--- config.mk ---
export PLATFORM = sky130hd
export DESIGN_NAME = pc_fetch
export DESIGN_NICKNAME = d
export VERILOG_FILES = /design/src/rtl/pc_fetch_pkg.sv /design/src/rtl/fetch_buf.sv /design/src/rtl/pc_fetch.sv
export SDC_FILE = /design/constraint.sdc
export NUM_CORES = 1
export LEC_CHECK = 0
export BUFFER_PORTS_ARGS = -buffer_cell sky130_fd_sc_hd__clkbuf_2
export CAP_MARGIN = 20
export CORE_ASPECT_RATIO = 0.6
export CORE_MARGIN = 3
export CORE_UTILIZATION = 49
export DETAILED_ROUTE_END_ITERATION = 8
export PLACE_DENSITY = 0.78
export SYNTH_ARGS = -nofsm -noshare
export SYNTH_HDL_FRONTEND = slang
export SYNTH_SLANG_ARGS = --single-unit
--- constraint.sdc ---
create_clock -name clk -period 2.1 [get_ports clk]
set_input_delay 0.105 -clock clk [delete_from_list [all_inputs] [get_ports clk]]
set_output_delay 0.105 -clock clk [all_outputs]
set_load 0.01 [all_outputs]
--- src/rtl/pc_fetch_pkg.sv ---
// Shared fetch-stage types: bus widths, word constants and fetch FSM encodings.
package pc_fetch_pkg;

  localparam int InstAddrBus = 32;
  localparam int InstBus     = 32;

  localparam logic [31:0] ZeroWord   = 32'h0000_0000;
  localparam logic        Branch     = 1'b1;
  localparam logic        BblDisable = 1'b0;

  typedef enum logic [1:0] {
    FetchRun     = 2'd0,
    FetchWait    = 2'd1,
    FetchDiscard = 2'd2
  } fetch_state_t;

  function automatic logic [InstAddrBus-1:0] pc_inc(input logic [InstAddrBus-1:0] pc);
    return pc + 32'd4;
  endfunction

endpackage

--- src/rtl/fetch_buf.sv ---
// Single-entry fetch buffer: holds {pc, inst} until consumed.
// Load is visible next cycle; flush beats load, a load with consume replaces the entry.
module fetch_buf
  import pc_fetch_pkg::*;
(
  input  logic                   clk,
  input  logic                   rst,
  input  logic                   load,
  input  logic                   consume,
  input  logic                   flush,
  input  logic [InstAddrBus-1:0] ld_pc,
  input  logic [InstBus-1:0]     ld_inst,
  output logic                   valid,
  output logic [InstAddrBus-1:0] pc,
  output logic [InstBus-1:0]     inst
);

  always_ff @(posedge clk or negedge rst) begin
    if (!rst) begin
      valid <= 1'b0;
      pc    <= ZeroWord;
      inst  <= ZeroWord;
    end else begin
      if (flush)        valid <= 1'b0;
      else if (load)    valid <= 1'b1;
      else if (consume) valid <= 1'b0;
      if (load && !flush) begin
        pc   <= ld_pc;
        inst <= ld_inst;
      end
    end
  end

endmodule

--- src/rtl/pc_fetch.sv ---
// Instruction fetch: owns the PC, issues req/ack word fetches, buffers one result for IF/ID.
// Zero-wait memory gives one instruction per cycle; bbl holds the buffer and blocks new requests.
module pc_fetch
  import pc_fetch_pkg::*;
#(
  parameter logic [31:0] RESET_PC = 32'h0000_0000
) (
  input  logic                   clk,
  input  logic                   rst,
  input  logic                   bbl,
  input  logic                   branch_flag_i,
  input  logic [InstAddrBus-1:0] branch_target_i,
  output logic                   imem_req_o,
  output logic [InstAddrBus-1:0] imem_addr_o,
  input  logic                   imem_ack_i,
  input  logic [InstBus-1:0]     imem_rdata_i,
  output logic [InstAddrBus-1:0] if_pc,
  output logic [InstBus-1:0]     if_inst,
  output logic                   stallreq_o
);

  fetch_state_t           state, state_nxt;
  logic [InstAddrBus-1:0] pc_q, req_addr_q;
  logic                   buf_valid;
  logic [InstAddrBus-1:0] buf_pc;
  logic [InstBus-1:0]     buf_inst;
  logic                   redirect, consume;
  logic                   req_int, load;
  logic [InstAddrBus-1:0] ld_pc;

  assign redirect = (branch_flag_i == Branch) && (bbl == BblDisable);
  assign consume  = buf_valid && (bbl == BblDisable) && (branch_flag_i != Branch);

  always_ff @(posedge clk or negedge rst) begin
    if (!rst) state <= FetchRun;
    else      state <= state_nxt;
  end

  always_comb begin
    state_nxt = state;
    case (state)
      FetchRun:     if (req_int && !imem_ack_i) state_nxt = FetchWait;
      FetchWait:    if (imem_ack_i)             state_nxt = FetchRun;
                    else if (redirect)          state_nxt = FetchDiscard;
      FetchDiscard: if (imem_ack_i)             state_nxt = FetchRun;
      default:                                  state_nxt = FetchRun;
    endcase
  end

  // Data returned in DISCARD, or alongside a redirect, is stale and never loaded.
  always_comb begin
    req_int     = 1'b0;
    imem_addr_o = pc_q;
    load        = 1'b0;
    ld_pc       = pc_q;
    case (state)
      FetchRun: begin
        req_int = !redirect && (!buf_valid || consume);
        load    = req_int && imem_ack_i;
      end
      FetchWait: begin
        req_int     = 1'b1;
        imem_addr_o = req_addr_q;
        load        = imem_ack_i && !redirect;
        ld_pc       = req_addr_q;
      end
      FetchDiscard: begin
        req_int     = 1'b1;
        imem_addr_o = req_addr_q;
      end
      default: ;
    endcase
  end

  assign imem_req_o = req_int && rst;

  always_ff @(posedge clk or negedge rst) begin
    if (!rst) begin
      pc_q       <= RESET_PC;
      req_addr_q <= RESET_PC;
    end else begin
      if (redirect)
        pc_q <= branch_target_i;
      else if (state == FetchRun && req_int)
        pc_q <= pc_inc(pc_q);
      if (state == FetchRun && req_int && !imem_ack_i)
        req_addr_q <= pc_q;
    end
  end

  fetch_buf u_fetch_buf (
    .clk     (clk),
    .rst     (rst),
    .load    (load),
    .consume (consume),
    .flush   (redirect),
    .ld_pc   (ld_pc),
    .ld_inst (imem_rdata_i),
    .valid   (buf_valid),
    .pc      (buf_pc),
    .inst    (buf_inst)
  );

  assign if_pc      = buf_valid ? buf_pc   : ZeroWord;
  assign if_inst    = buf_valid ? buf_inst : ZeroWord;
  assign stallreq_o = !buf_valid;

endmodule
==> results.py <==
metrics = {
    "detailed_routing": {
        "vias_per_cell": 5.353,
        "drt-total-wl_mm": 17.93,
        "dr.first_iter.drc_count": 343,
        "drc": 0,
        "drtPass1Iterations": 5,
        "ant_nets": 0,
        "vias": 5589,
        "wl_per_cell_um": 17.18,
    },
    "clock_network": {
        "clk_pin_slew_worst_paths_ps": 60,
        "cts.root.buffer_cell": "clkbuf_16",
        "clock_sinks": 131,
        "cts_inserted_buffers": 17,
        "cts_tree": "built",
        "clk-insertion-delay-late_ps": 410,
        "h-tree-depth": 4,
        "clk_path_buf_depth": 2,
    },
    "floorplanning": {
        "row_count": 32,
        "core_area_sq_mm": 0.01313,
        "top_level_ports": 167,
        "design.die.area_sq_mm": 0.01521,
        "start_util_pct": 51.21,
        "die_h_um": 96.75,
        "die_w_um": 157.2,
    },
    "place": {
        "place_congestion": 0.8565,
        "dpl_worst_slack_ps": 40.62,
        "io_buffers": 166,
        "hpwlAfterDp_mm": 11.97,
        "placedCellCount": 947,
    },
    "yosys": {
        "synth-async-reset-ratio_pct": 100.0,
        "synth_seq_cells": 131,
        "post_synth.cell_area_avg_sq_um": 10.64,
        "synth_cell_types": 46,
        "yosys_warnings": 0,
        "syn_area_sq_mm": 0.006725,
        "syn-num-nets": 706,
        "syn_inst": 632,
        "synth_flop_cell": "dfrtp_1",
        "ys_seq_area_share_pct": 48.74,
        "synth_edf_count": 0,
    },
    "setup_path": {
        "crit_arrival_ps": 1930,
        "startpoint": "state[0]",
        "worstPathMaxFanout": 15,
        "critPathBufInv": 3,
        "path_cells": "inv_1, ha_4, buf_8, mux2_2, clkbuf_2",
        "rr_startpoint": "state[0]",
        "worst_path_max_delay_cell": "dfrtp_1",
        "r2r-end": "req_addr_q[21]",
        "critical_path_class": "reg -> out",
        "cp.depth": 5,
        "reg2regPathDepth": 6,
        "endpoint_kind": "output pin",
        "r2r_slack_ps": 80,
        "critPathTopFamily": "buffers and inverters",
        "cp_slowest_stage_delay_ps": 390,
        "critPathLaunchType": "flip-flop",
        "cp.required_ps": 2000,
    },
    "layout": {
        "final_common_cell": "clkbuf_2",
        "antennaDiodeCount": 0,
        "area_growth_pct": 36.30,
        "layout_common_cells": "165 x clkbuf_2, 130 x dfrtp_1, 90 x mux2_2",
        "layoutNonFillerInstCount": 1044,
        "final_nets": 935,
        "n_fill_cell": 952,
        "layout-drive-gt1-share_pct": 37.99,
    },
    "timing": {
        "setup_viol": 0,
        "skew_ps": 5.106,
        "fin_crit_ps": 2036,
        "worst_slack_ps": 64.43,
        "max_freq_mhz": 491.3,
        "tightest_slew_ps": 497.9,
        "slew_headroom_pct": 66.73,
        "rsz0062_at_grt": "true",
        "maxSlewViolCount": 0,
        "hold_viol_final": 0,
        "min_period_over_period_pct": 96.93,
    },
    "grt": {
        "grt_pass1_wl_mm": 29.30,
        "grt_pass1_vias": 5761,
        "antenna_found_initial": 0,
        "grt-ovfl-total": 0,
        "grt_max_degree": 88,
        "grtUsageTotal_pct": 24.25,
    },
    "hold_path": {
        "hp-start": "branch_target_i[9]",
        "hold_end": "pc_q[9]",
        "min_path_type": "in -> reg",
        "hold_depth": 3,
    },
    "pwr": {
        "peakVddDrop_mv": 0.8602,
        "p_leak_nw": 4.172,
        "power_density_mw_per_mm2": 1473,
    },
    "outcome": {
        "status": "finished clean",
    },
    "run": {
        "drv_cap": 0,
    },
}
-- registers in the layout (all words and copies together), names as in the netlist --
register	count
pc_q	32
req_addr_q	32
state	2
u_fetch_buf.inst	32
u_fetch_buf.pc	32
u_fetch_buf.valid	1
-- Yosys cell counts (7+ instances only) --
| cell | instances | share of area (%) |
|---|---|---|
| nand2_1 | 85 | 4.7 |
| dfrtp_1 | 131 | 49 |
| buf_2 | 7 | 0.52 |
| nand3_1 | 8 | 0.60 |
| and2_1 | 66 | 6.1 |
| nor3_1 | 15 | 1.1 |
| nor2_1 | 10 | 0.56 |
| o21ai_0 | 64 | 4.8 |
| inv_1 | 10 | 0.56 |
| mux2i_1 | 35 | 5.2 |
| clkbuf_1 | 30 | 1.7 |
| mux2_2 | 90 | 15 |
| xnor2_1 | 23 | 3.0 |
-- timing repair --
action,in CTS,in global routing
gates cloned,0,0
endpoints found under the hold margin,106,0
resized for setup,5,7
endpoints found under the setup margin,25,57
hold buffers,63,0
pin swaps,0,1
setup buffers,0,2
-- kinds of logic after synthesis --
family | count (synthesis) | synth area share, %
adders and majority gates | 5 | 0.9302
xor gates and xnor gates | 24 | 3.126
AOI/OAI and AO/OA | 83 | 6.698
DFF | 131 | 48.74
muxes | 125 | 20.28
buffers and inverters | 54 | 3.349
and+or+nand+nor | 210 | 16.87
-- where the power goes --
group | internal, mW | switching [mW]
registers | 3.56 | 0.698
clock network | 2.00 | 1.11
logic | 3.02 | 3.12
-- worst reg2reg max path, delay by kind of cell, from the launching register on --
| kind | cells | cell delay, ps |
|---|---|---|
| buffers and inverters | 2 | 390 |
| DFF | 1 | 390 |
| and+or+nand+nor | 1 | 320 |
| muxes | 1 | 360 |
| adders and majority gates | 1 | 340 |
| AOI/OAI and AO/OA | 1 | 100 |
-- stage by stage --
step / setup TNS, ps / hold slack (ps) / utilization [%] / cell area [sq um] / power, mW
floorplan: 0 / -190.6 / - / 6725 / 7.946
global placement: 0 / 52.68 / 59.67 / 7836 / 9.869
detailed placement: 0 / 65.29 / 59.67 / 7836 / 10.13
CTS: 0 / 1.410 / 69.47 / 9124 / 13.47
global route: -27.24 / 28.62 / 69.80 / 9166 / 14.33
finish: 0 / 21.61 / 69.80 / 9166 / 13.50
-- worst max-delay path by stage --
stage | to | slack, ps
2_1_floorplan | imem_addr_o[22] | 90
3_3_place_gp | pc_q[31] | 150
3_5_place_dp | req_addr_q[20] | 40
4_1_cts | imem_addr_o[12] | 30
5_1_grt | pc_q[31] | -10
6_report | imem_addr_o[12] | 60
-- routing by layer --
layer  routed length (um)  GRT usage (%)  share of wire [%]  vias to the layer above
met2                 8454          38.83                 47                      198
met4                  252          7.067                1.4                        0
met1                 8139          33.56                 45                     2733
li1                     -              -                  -                     2634
met5                    0              0                  0                        -
met3                 1085          4.962                6.1                       24
-- final cells by class --
cell class | count | area [sq um] | area share (%)
multi-input combinational | 447 | 3281 | 35.79
sequential | 131 | 3279 | 35.78
timing repair buffer | 254 | 1725 | 18.82
clock buffer | 21 | 480.5 | 5.242
tap | 170 | 212.7 | 2.321
clock inverter | 11 | 150.1 | 1.638
inverter | 10 | 37.54 | 0.4095
(Power assumes the default switching activity.)
